--- src/rtl/multiply_pkg.sv ---
// rtl/multiply_pkg.sv - shared constants and controller state encodings for the shift-add multiplier
package multiply_pkg;

    localparam int WIDTH_DEFAULT = 8;
    localparam int CNT_W         = $clog2(WIDTH_DEFAULT + 1);

    // Encodings of the upstream multiply controller, used when sequencing strobes.
    typedef enum logic [1:0] {
        INIT_A = 2'd0,
        INIT_B = 2'd1,
        LOAD   = 2'd2,
        SHIFT  = 2'd3
    } ctrl_state_t;

endpackage

--- src/rtl/multiply_adder.sv ---
// rtl/multiply_adder.sv - WIDTH-bit adder with gated addend and carry out
//
// Ports:
//   augend  in  WIDTH    upper half of the product register
//   addend  in  WIDTH    multiplicand register
//   enable  in  1        when 0 the addend is forced to zero
//   sum     out WIDTH+1  {carry, sum}
module multiply_adder
    import multiply_pkg::*;
#(
    parameter int WIDTH = WIDTH_DEFAULT
) (
    input  logic [WIDTH-1:0] augend,
    input  logic [WIDTH-1:0] addend,
    input  logic             enable,
    output logic [WIDTH:0]   sum
);

    logic [WIDTH-1:0] gated_addend;

    always_comb begin
        gated_addend = enable ? addend : '0;
        sum          = {1'b0, augend} + {1'b0, gated_addend};
    end

endmodule

--- src/rtl/multiply_datapath.sv ---
// rtl/multiply_datapath.sv - shift-add multiplier datapath driven by controller strobes
//
// Ports:
//   clock         in  1        rising-edge clock
//   reset         in  1        asynchronous active-high reset
//   multiplicand  in  WIDTH    operand A, captured on loadA
//   multiplier    in  WIDTH    operand B, captured on loadB with select=0
//   select        in  1        0 = initialise P from multiplier, 1 = accumulate adder output
//   loadA         in  1        load multiplicand register
//   loadB         in  1        load product register
//   shift         in  1        logical right shift of product register
//   lsb           out 1        P[0], sampled by the controller
//   product       out 2*WIDTH  live P[2W-1:0]
//   result        out 2*WIDTH  last completed product
//   result_valid  out 1        one-cycle pulse when result updates
module multiply_datapath
    import multiply_pkg::*;
#(
    parameter int WIDTH = WIDTH_DEFAULT
) (
    input  logic               clock,
    input  logic               reset,
    input  logic [WIDTH-1:0]   multiplicand,
    input  logic [WIDTH-1:0]   multiplier,
    input  logic               select,
    input  logic               loadA,
    input  logic               loadB,
    input  logic               shift,
    output logic               lsb,
    output logic [2*WIDTH-1:0] product,
    output logic [2*WIDTH-1:0] result,
    output logic               result_valid
);

    localparam int             PW        = 2 * WIDTH + 1;
    localparam int             CW        = $clog2(WIDTH + 1);
    localparam logic [CW-1:0]  CNT_MAX   = CW'(WIDTH);
    localparam logic [CW-1:0]  CNT_LAST  = CW'(WIDTH - 1);

    logic [WIDTH-1:0]   a_q, a_d;
    logic [PW-1:0]      p_q, p_d;
    logic [CW-1:0]      cnt_q, cnt_d;
    logic [2*WIDTH-1:0] result_q, result_d;
    logic               result_valid_q, result_valid_d;
    logic [WIDTH:0]     sum;

    // Adder always sees the registered A, so loadA in an accumulate cycle uses the old operand.
    multiply_adder #(.WIDTH(WIDTH)) u_adder (
        .augend (p_q[2*WIDTH-1:WIDTH]),
        .addend (a_q),
        .enable (p_q[0]),
        .sum    (sum)
    );

    always_comb begin
        a_d            = a_q;
        p_d            = p_q;
        cnt_d          = cnt_q;
        result_d       = result_q;
        result_valid_d = 1'b0;

        if (loadA) begin
            a_d = multiplicand;
        end

        // loadB outranks shift; a simultaneous shift is dropped.
        if (loadB && !select) begin
            p_d   = {1'b0, {WIDTH{1'b0}}, multiplier};
            cnt_d = '0;
        end else if (loadB) begin
            p_d = {sum, p_q[WIDTH-1:0]};
        end else if (shift) begin
            p_d = {1'b0, p_q[PW-1:1]};
            // Counter saturates at WIDTH so extra shifts never re-capture.
            if (cnt_q < CNT_MAX) begin
                cnt_d = cnt_q + CW'(1);
                if (cnt_q == CNT_LAST) begin
                    result_d       = p_d[2*WIDTH-1:0];
                    result_valid_d = 1'b1;
                end
            end
        end
    end

    always_ff @(posedge clock or posedge reset) begin
        if (reset) begin
            a_q            <= '0;
            p_q            <= '0;
            cnt_q          <= '0;
            result_q       <= '0;
            result_valid_q <= 1'b0;
        end else begin
            a_q            <= a_d;
            p_q            <= p_d;
            cnt_q          <= cnt_d;
            result_q       <= result_d;
            result_valid_q <= result_valid_d;
        end
    end

    assign lsb          = p_q[0];
    assign product      = p_q[2*WIDTH-1:0];
    assign result       = result_q;
    assign result_valid = result_valid_q;

endmodule
--- config.mk ---
export PLATFORM = sky130hd
export DESIGN_NAME = multiply_datapath
export DESIGN_NICKNAME = d
export VERILOG_FILES = /design/src/rtl/multiply_pkg.sv /design/src/rtl/multiply_adder.sv /design/src/rtl/multiply_datapath.sv
export SDC_FILE = /design/constraint.sdc
export NUM_CORES = 1
export LEC_CHECK = 0
export CORE_MARGIN = 4
export CORE_UTILIZATION = 45
export DETAILED_ROUTE_END_ITERATION = 16
export MAX_ROUTING_LAYER = met4
export PLACE_DENSITY_LB_ADDON = 0.12
export SETUP_SLACK_MARGIN = 0.4
export SYNTH_ARGS = -nofsm -noshare
export SYNTH_HDL_FRONTEND = slang
export SYNTH_SLANG_ARGS = --single-unit
--- constraint.sdc ---
create_clock -name clock -period 2.2 [get_ports clock]
set_clock_uncertainty 0.15 [all_clocks]
set_input_delay 0.44 -clock clock [delete_from_list [all_inputs] [get_ports clock]]
set_output_delay 0.44 -clock clock [all_outputs]
set_load 0.01 [all_outputs]
==> results of run 1 <==
-- routing by layer --
metal	global-route usage [%]	up-vias
met1	24.6	981
li1	-	908
met3	3.62	8
met2	32.2	64
met4	5.15	0
met5	-	-
-- registers in the layout, summed over array words and instances (netlist names) --
| signal | count |
|---|---|
| a_q | 8 |
| result_valid | 1 |
| p_q | 17 |
| result | 16 |
| cnt_q | 4 |
-- critical path, cell delays in order, from the launching register on --
cell      delay [ns]
dfrtp_2         0.44
and2_4          0.15
ha_4            0.16
fa_2            0.39
buf_4           0.15
buf_6           0.11
a21o_4          0.19
a211oi_2        0.21
o22ai_1         0.10
-- cells by family (layout without fill, tap and decap cells) --
group                    after synthesis  count (layout)  share of synthesized area, %
AND/OR/NAND/NOR                       51              51                          10.5
flip-flops                            46              46                          46.6
AO/OA/AOI/OAI                         44              44                          12.5
multiplexers                          33              33                          16.0
buffers and inverters                 30             107                          8.41
adder cells (fa/ha/maj)               10              10                          5.37
XOR/XNOR                               2               2                         0.709
-- final timing paths --
kind	start	endpoint	slack [ns]	depth (start not counted)
worst min register to register	a_q[6]	a_q[6]	0.36	1
worst max-delay path	p_q[0]	p_q[12]	0.03	8
max in group asynchronous	reset	p_q[9]	1.06	3
min in group clock	a_q[6]	a_q[6]	0.36	1
worst max register to register	p_q[0]	p_q[12]	0.03	8
worst min-delay path	reset	p_q[6]	0.24	2
-- final cells by class --
class,count,area share (%)
Clock buffer,6,2.34
Sequential cell,46,32.7
Inverter,5,0.532
Tap cell,70,2.48
Timing Repair Buffer,94,24.9
Clock inverter,2,0.355
Multi-Input combinational cell,140,36.7
-- timing repair --
action / 4_1_cts / 5_1_grt
hold buffers: 0 / 0
endpoints found under the setup margin: 42 / 50
gates resized for setup: 37 / 41
buffers inserted: 14 / 5
pin swaps: 8 / 12
cloned: 1 / 0
-- per-stage QoR --
stage	TNS [ns]	hold WS, ns	cells
after floorplan	0	0.310	216
after global placement	0	0.334	335
after detailed placement	0	0.337	335
after CTS	0	0.247	358
after global routing	-0.0873	0.277	363
final	0	0.242	363
-- power breakdown --
part | internal [mW] | leakage [nW] | switching (mW)
Sequential | 0.950 | 0.585 | 0.0931
Clock | 0.253 | 0.0472 | 0.294
Combinational | 0.671 | 1.23 | 0.605
-- layout by cell type (no fill, tap or decap), types with 9 or more instances in the layout --
cell,count
mux2_2,14
dlygate4sd2_1,18
clkdlybuf4s50_1,20
buf_4,35
nor2_1,21
o22ai_1,11
dlymetal6s2s_1,16
mux2_4,10
mux2i_1,9
dfrtp_1,43
==> results.json, run 1 <==
{
  "status": "complete, no violations",
  "drt_wl_total_mm": 6.39,
  "met1Wirelength_mm": 2.65,
  "seq_area_sq_um": 1150,
  "numCtsBuffers": 5,
  "p_leak_nw": 1.86,
  "dieArea_sq_um": 6740,
  "syn_to_final_growth_pct": 42.8,
  "multi_input_area_sq_um": 1290,
  "cp_max_fo": 5,
  "io_pins": 56,
  "track_usage_pct": 19.5,
  "layout.nets": 324,
  "die-height_microns": 82.1,
  "rsz0062_at_grt": "yes",
  "synth_edf_count": 0,
  "cts-root-buf": "clkbuf_8",
  "relSlewSlack_pct": 72.9,
  "synth_top_area_cell": "dfrtp_1",
  "peakVddDrop_mv": 0.633,
  "grt_max_degree": 22,
  "synth_cells": 216,
  "overflow": 0,
  "clk_pin_slew_ns": 0.09,
  "num_vias": 1961,
  "drive_gt1_share_pct": 36.2,
  "clkLatencyLatePin_ns": 0.30,
  "coreArea_sq_um": 5200,
  "avgSynthCellArea_sq_um": 11.4,
  "synthFlopType": "dfrtp_1",
  "cp.required_ns": 2.24,
  "worst_slack_ns": 0.0341,
  "hold_path.class": "input pin to async pin",
  "maxCapViolCount": 0,
  "yosysSeqAreaShare_pct": 46.6,
  "fin_area_sq_um": 3530,
  "synth_fp_nets": 248,
  "drt_pass1_iterations": 4,
  "critPathLaunchType": "register",
  "top_layer_used": "met4",
  "antenna_cells": 0,
  "row_count": 26,
  "grt_pass1_vias": 1966,
  "power_density_nw_per_um2": 812,
  "cts.path.max_buffers": 2,
  "die_width_microns": 82.1,
  "drv_slew": 0,
  "dp_hpwl_mm": 4.24,
  "antenna_left": 0,
  "async_flop_share_pct": 100,
  "total_power_mw": 2.87,
  "synth.top_cells.by_count": "dfrtp_1, nor2_1, buf_4",
  "htreeDepth": 2,
  "wl_met3_microns": 370,
  "avgRoutedWirePerCell_microns": 17.6,
  "final_core_util_pct": 67.8,
  "finalCriticalPeriod_ns": 2.17,
  "final-hold-violation-count": 0,
  "via_per_inst": 5.40,
  "grt_antenna_before_repair": 0,
  "grt_pass1_wl_mm": 9.65,
  "io_buffers": 55,
  "synthesis.area_sq_um": 2470,
  "dp_slack_ns": 0.00672,
  "worst_pin_slew_ns": 0.404,
  "placement.cell_area_sq_um": 3090,
  "cts_tree": "yes",
  "crit_type": "register to register",
  "cp.arrival_ns": 2.20,
  "fillers": 403,
  "drc": 0,
  "setup_viol": 0,
  "drtIter0Drc": 74,
  "start_util_pct": 47.5,
  "gp_congestion": 0.845,
  "yosys-top-cells-area": "dfrtp_1, mux2_2, mux2_4, buf_4, ha_1",
  "ys_types": 45,
  "post-route-period-util_pct": 98.4,
  "cts_num_sinks": 46,
  "synth_warnings": 0,
  "end_kind": "register",
  "ys_ff_latch": 46,
  "synth_top_area_share_pct": 46.6,
  "dr_wl_met2_mm": 3.30,
  "fmax_mhz": 462,
  "yosys.cell_count.top_type": "dfrtp_1"
}
Power figures use the tool's default switching activity.
==> run 2, diff against run 1 <==
--- a/config.mk
+++ b/config.mk
@@ -7,10 +7,12 @@
 export LEC_CHECK = 0
 export CORE_MARGIN = 4
 export CORE_UTILIZATION = 45
+export CTS_CLUSTER_SIZE = 10
 export DETAILED_ROUTE_END_ITERATION = 16
 export MAX_ROUTING_LAYER = met4
 export PLACE_DENSITY_LB_ADDON = 0.12
 export SETUP_SLACK_MARGIN = 0.4
 export SYNTH_ARGS = -nofsm -noshare
 export SYNTH_HDL_FRONTEND = slang
+export SYNTH_HIERARCHICAL = 1
 export SYNTH_SLANG_ARGS = --single-unit
==> run 2 against run 1 <==
Synthesized cell count is 1.4% higher; via count down 5.6%; global-route usage down 1.7 points; first-iteration DRC count increased by 14%; largest cell class unchanged; area after synthesis is 2.1% lower; largest power group is now registers; fmax grew 4.2%.
==> results.json, run 2 <==
{
  "status": "complete, no violations",
  "start_util_pct": 46.7,
  "reg2reg_slack_ns": 0.12,
  "gp_congestion": 0.828,
  "track_usage_pct": 17.8,
  "clk_pin_slew_ns": 0.09,
  "grt_max_degree": 47,
  "drtIter0Drc": 84,
  "drive_gt1_share_pct": 26.9,
  "synth_fp_nets": 251,
  "final-hold-violation-count": 0,
  "yosys.cell_count.top_type": "dfrtp_1",
  "yosys.area_share.simple_pct": 9.83,
  "cpPeakStageDelay_ns": 0.46,
  "avgRoutedWirePerCell_microns": 15.1,
  "io_pins": 56,
  "dp_hpwl_mm": 3.63,
  "ys_ff_latch": 46,
  "ys_types": 35,
  "async_flop_share_pct": 100,
  "cp.arrival_ns": 2.11,
  "rsz0062_at_grt": "yes",
  "cts-root-buf": "clkbuf_8",
  "layout_commonest_cell": "dfrtp_1",
  "worst_pin_slew_ns": 0.341,
  "grt_pass1_vias": 1769,
  "synth_warnings": 6,
  "numCtsBuffers": 5,
  "yosys.area_share.adder_pct": 5.49,
  "largest_reg_flops": 17,
  "synth_top_area_cell": "dfrtp_1",
  "synth_top_area_share_pct": 47.6,
  "cp_slowest_cell": "dfrtp_2",
  "hold_path.class": "input pin to async pin",
  "grt_antenna_before_repair": 0,
  "dieArea_sq_um": 6610,
  "fillers": 411,
  "via_per_inst": 5.20,
  "synthFlopType": "dfrtp_1",
  "r2r_cells": 9,
  "coreArea_sq_um": 5170,
  "htreeDepth": 2,
  "yosys-top-cells-area": "dfrtp_1, mux2_2, buf_4, ha_1, mux2i_1",
  "die-height_microns": 81.3,
  "worst_slack_ns": 0.121,
  "clkLatencyLatePin_ns": 0.30,
  "dp_slack_ns": 0.0695,
  "grt_pass1_wl_mm": 8.78,
  "end_kind": "register",
  "r2r_end": "p_q[12]",
  "p_leak_nw": 1.88,
  "synth_edf_count": 0,
  "total_power_mw": 2.73,
  "critPathLaunchType": "register",
  "avgSynthCellArea_sq_um": 11.0,
  "relSlewSlack_pct": 77.2,
  "num_vias": 1852,
  "tns_ns": 0,
  "post-route-period-util_pct": 94.5,
  "drv_slew": 0,
  "drt_wl_total_mm": 5.39,
  "placement.cell_area_sq_um": 3070,
  "synthesis.area_sq_um": 2420,
  "peakVddDrop_mv": 0.359,
  "synth.top_cells.by_count": "dfrtp_1, buf_4, mux2_2",
  "fmax_mhz": 481,
  "cp.required_ns": 2.23,
  "synth-compound-area-share_pct": 10.3,
  "drt_pass1_iterations": 4,
  "synth_cells": 219,
  "final_cell_mix": "dfrtp_1, buf_4, clkdlybuf4s50_1",
  "crit_chain": "and2_4 -> ha_4 -> fa_2 -> a21oi_4 -> buf_4 -> o21bai_1 -> xor2_1 -> nand3_1 -> o21ai_0",
  "setup_viol": 0,
  "synth_mux_area_share_pct": 15.7,
  "yosysSeqAreaShare_pct": 47.6,
  "final_core_util_pct": 65.7,
  "layout.nets": 317,
  "io_buffers": 55,
  "finalCriticalPeriod_ns": 2.08,
  "antenna_cells": 0,
  "worstReg2RegStart": "p_q[0]",
  "cts.path.max_buffers": 2,
  "syn_to_final_growth_pct": 40.5,
  "synth_top_family_by_area": "multiplexers",
  "crit_type": "register to register",
  "overflow": 0,
  "synth-xor-area-share_pct": 2.17,
  "row_count": 26,
  "drc": 0,
  "antenna_left": 0,
  "cp_max_fo": 6,
  "die_width_microns": 81.3,
  "cts_tree": "yes",
  "power_density_nw_per_um2": 803,
  "maxCapViolCount": 0,
  "largest_register": "p_q",
  "fin_area_sq_um": 3400,
  "cts_num_sinks": 46
}
run 2: cell count changes after synthesis, sizes merged, moves of 2 or more:
| cell | before | now |
|---|---|---|
| a211oi | 3 | 1 |
| a21oi | 4 | 13 |
| a31oi | 3 | 0 |
| clkbuf | 4 | 6 |
| inv | 5 | 12 |
| mux2i | 9 | 11 |
| nand3 | 3 | 14 |
| nand4 | 2 | 0 |
| nor2 | 22 | 2 |
| nor2b | 2 | 4 |
| nor3 | 0 | 4 |
| o21ai | 8 | 13 |
| o22ai | 13 | 7 |
| xnor2 | 1 | 4 |
run 2: through the flow:
stage / std cells / hold slack (ns)
6_report: 356 / 0.336
5_1_grt: 356 / 0.356
3_5_place_dp: 330 / 0.324
3_3_place_gp: 330 / 0.316
4_1_cts: 351 / 0.345
2_1_floorplan: 219 / 0.322
run 2: worst max-delay path by stage:
stage | from | endpoint | slack (ns) | depth (start not counted)
5_1_grt | p_q[0] | p_q[12] | 0.04 | 9
2_1_floorplan | p_q[0] | p_q[14] | 0.24 | 9
6_report | p_q[0] | p_q[12] | 0.12 | 9
4_1_cts | p_q[0] | p_q[13] | 0.11 | 8
3_3_place_gp | shift | result[13] | 0.13 | 5
3_5_place_dp | p_q[0] | p_q[14] | 0.07 | 9
run 2: logic make-up (layout without fill, tap and decap cells):
logic type,Yosys count,in the layout
xor+xnor,6,6
compound gates,42,42
buf+inv,38,105
flops,46,46
fa+ha+maj,10,10
simple gates,42,42
mux,35,35
run 2: worst max-delay path, delay by kind of cell, from the launching register on:
kind                     cells  cell delay (ns)
flip-flops                   1             0.46
buffers and inverters        1             0.12
adder cells (fa/ha/maj)      2             0.53
XOR/XNOR                     1             0.15
AO/OA/AOI/OAI                3             0.30
AND/OR/NAND/NOR              2             0.26
run 2: power by group:
group          switching [mW]  internal (mW)
Combinational           0.486          0.566
Sequential             0.0909          0.957
Clock                   0.289          0.340
run 2: timing repair:
action | 4_1_cts | 5_1_grt
gates resized for setup | 24 | 30
setup endpoints to repair | 23 | 43
hold buffers | 0 | 0
buffers inserted | 13 | 5
pin swaps | 10 | 7
run 2: final cells by class:
type                       instances  area (sq um)  share of cell area, %
sequential                        46          1150                   34.0
inverter                          12          47.5                   1.40
clock inverter                     3          43.8                   1.29
clock buffer                       5          68.8                   2.03
tap                               70          87.6                   2.58
multi-input combinational        135          1170                   34.4
timing repair buffer              85           828                   24.4
run 2: routing by layer:
metal	share of wire, %	vias to the layer above	global-route usage, %	wire length (microns)
li1	-	887	-	-
met1	48	909	24.4	2600
met2	46	51	27.0	2480
met3	4.8	5	3.22	261
met4	1.1	0	4.56	59
met5	0	-	-	0
==> run 3, diff against run 2 <==
--- a/config.mk
+++ b/config.mk
@@ -10,7 +10,7 @@
 export CTS_CLUSTER_SIZE = 10
 export DETAILED_ROUTE_END_ITERATION = 16
 export MAX_ROUTING_LAYER = met4
-export PLACE_DENSITY_LB_ADDON = 0.12
+export PLACE_DENSITY = 0.77
 export SETUP_SLACK_MARGIN = 0.4
 export SYNTH_ARGS = -nofsm -noshare
 export SYNTH_HDL_FRONTEND = slang
==> run 3 against run 2 <==
Non-clock buffer count unchanged; sequential share of layout area decreased by 0.27 points; worst setup slack better by 0.084 ns; clock power shrank 15%; critical path depth fell by 1; global-route usage rose by 0.25 points; combinational power is 4% higher; clock-buffer cell count grew 2; cell count stayed put; hold slack better by 0.0042 ns; largest power group is now combinational cells.
==> results.json, run 3 (synthesis gave the netlist of run 2 again) <==
{
  "switching_share_pct": 33.1,
  "combinationalPowerShare_pct": 40.6,
  "crit_chain": "and2_4 -> ha_4 -> nand3_2 -> a21oi_2 -> nor4_1 -> a311o_1 -> nand3_1 -> o21ai_0",
  "end_kind": "register",
  "power_density_nw_per_um2": 783,
  "clkPwrFrac_pct": 19.9,
  "final-hold-violation-count": 0,
  "num_vias": 1875,
  "cts_hold_buffers": 0,
  "cp.arrival_ns": 2.02,
  "cp_slowest_cell": "dfrtp_2",
  "avgRoutedWirePerCell_microns": 16.2,
  "cts-root-buf": "clkbuf_8",
  "overflow": 0,
  "dieArea_sq_um": 6610,
  "critPathLaunchType": "register",
  "worstReg2RegStart": "p_q[0]",
  "cp.required_ns": 2.22,
  "die-height_microns": 81.3,
  "post-route-period-util_pct": 90.7,
  "placement.cell_area_sq_um": 3070,
  "io_buffers": 55,
  "layout.nets": 317,
  "die_width_microns": 81.3,
  "grt_pass1_vias": 1844,
  "drv_slew": 0,
  "p_leak_nw": 1.87,
  "dp_hpwl_mm": 3.79,
  "row_count": 26,
  "fin_area_sq_um": 3430,
  "cp_max_fo": 7,
  "via_per_inst": 5.27,
  "htreeDepth": 2,
  "grt_pass1_wl_mm": 8.99,
  "fmax_mhz": 501,
  "relSlewSlack_pct": 75.2,
  "rsz0062_at_grt": "yes",
  "numCtsBuffers": 5,
  "reg2reg_slack_ns": 0.21,
  "tns_ns": 0,
  "r2r_end": "p_q[13]",
  "cts.path.max_buffers": 2,
  "p_int_mw": 1.80,
  "grt_max_degree": 47,
  "r2r_cells": 8,
  "maxCapViolCount": 0,
  "hold_path.class": "input pin to async pin",
  "track_usage_pct": 18.0,
  "drt_pass1_iterations": 4,
  "layout_commonest_cell": "dfrtp_1",
  "antenna_left": 0,
  "largest_register": "p_q",
  "critPathLaunch": "p_q[0]",
  "finalCriticalPeriod_ns": 1.99,
  "hold-worst-slack_ns": 0.341,
  "grt_antenna_before_repair": 0,
  "multi_input_area_sq_um": 1220,
  "seq_area_sq_um": 1160,
  "worst_pin_slew_ns": 0.372,
  "antenna_cells": 0,
  "drt_wl_total_mm": 5.78,
  "cts_tree": "yes",
  "drc": 0,
  "peakVddDrop_mv": 0.407,
  "crit_type": "register to register",
  "cpPeakStageDelay_ns": 0.45,
  "clkLatencyLatePin_ns": 0.29,
  "cts_num_sinks": 46,
  "pwr-share-seq_pct": 39.5,
  "setup_viol": 0,
  "io_pins": 56,
  "switchingPower_uw": 888,
  "largest_reg_flops": 17,
  "start_util_pct": 46.7,
  "final_core_util_pct": 66.4,
  "final_cell_mix": "dfrtp_1, buf_4, clkdlybuf4s50_1",
  "drive_gt1_share_pct": 30.1,
  "drtIter0Drc": 107,
  "gp_congestion": 0.868,
  "status": "complete, no violations",
  "fillers": 380,
  "syn_to_final_growth_pct": 42.0,
  "clk_pin_slew_ns": 0.08,
  "coreArea_sq_um": 5170
}
run 3: cell types whose count changed in the layout (fill, tap and decap cells not counted), moves of 3 or more:
cell and change:
mux2_4 +9, and2_1 -3, mux2_2 -6, mux2_1 -3, ha_1 -3
run 3: power by group through the flow:
stage / Clock [mW] / Sequential [mW] / Combinational [mW]
final: 0.534 / 1.06 / 1.09
after global placement: 0 / 1.09 / 0.881
after floorplan: 0 / 1.08 / 0.631
after detailed placement: 0 / 1.10 / 0.909
after global routing: 0.572 / 1.08 / 1.17
after CTS: 0.546 / 1.07 / 1.02
run 3: timing repair:
action | 4_1_cts | 5_1_grt
pin swaps | 10 | 8
endpoints found under the hold margin | 0 | 0
cloned | 0 | 1
resized for setup | 27 | 40
setup buffers | 12 | 5
endpoints found under the setup margin | 22 | 44
run 3: how the worst max path moves through the flow:
stage | endpoint | slack, ns
floorplan | p_q[14] | 0.24
global placement | result[3] | 0.14
detailed placement | p_q[15] | 0.07
CTS | p_q[15] | 0.21
global route | p_q[14] | 0.12
finish | p_q[13] | 0.21
run 3: worst max-delay path, delay by kind of cell (launching register included):
family	cells	cell delay, ns
compound gates	3	0.57
simple gates	4	0.41
flops	1	0.45
fa+ha+maj	1	0.29
run 3: per-stage QoR:
| step | total power [mW] | std cells | setup slack [ns] |
|---|---|---|---|
| after floorplan | 1.71 | 219 | 0.239 |
| after global placement | 1.97 | 330 | 0.138 |
| after detailed placement | 2.01 | 330 | 0.0692 |
| after CTS | 2.64 | 350 | 0.206 |
| after global routing | 2.82 | 356 | 0.116 |
| final | 2.69 | 356 | 0.205 |
run 3: layout make-up:
class | instances | area share, %
clock inverters | 1 | 0.146
flip-flops and latches | 46 | 33.7
repair buffers | 85 | 24.1
clock buffers | 7 | 2.52
multi-input cells | 135 | 35.7
well taps | 70 | 2.55
inverters | 12 | 1.31
run 3: routing by layer:
| metal | GRT usage (%) | part of all wire, % | up-vias | routed length, microns |
|---|---|---|---|---|
| met5 | - | 0 | - | 0 |
| met4 | 4.56 | 0.88 | 0 | 51 |
| met3 | 2.88 | 4.5 | 7 | 259 |
| met2 | 29.2 | 50 | 50 | 2890 |
| met1 | 23.6 | 45 | 932 | 2580 |
| li1 | - | - | 886 | - |
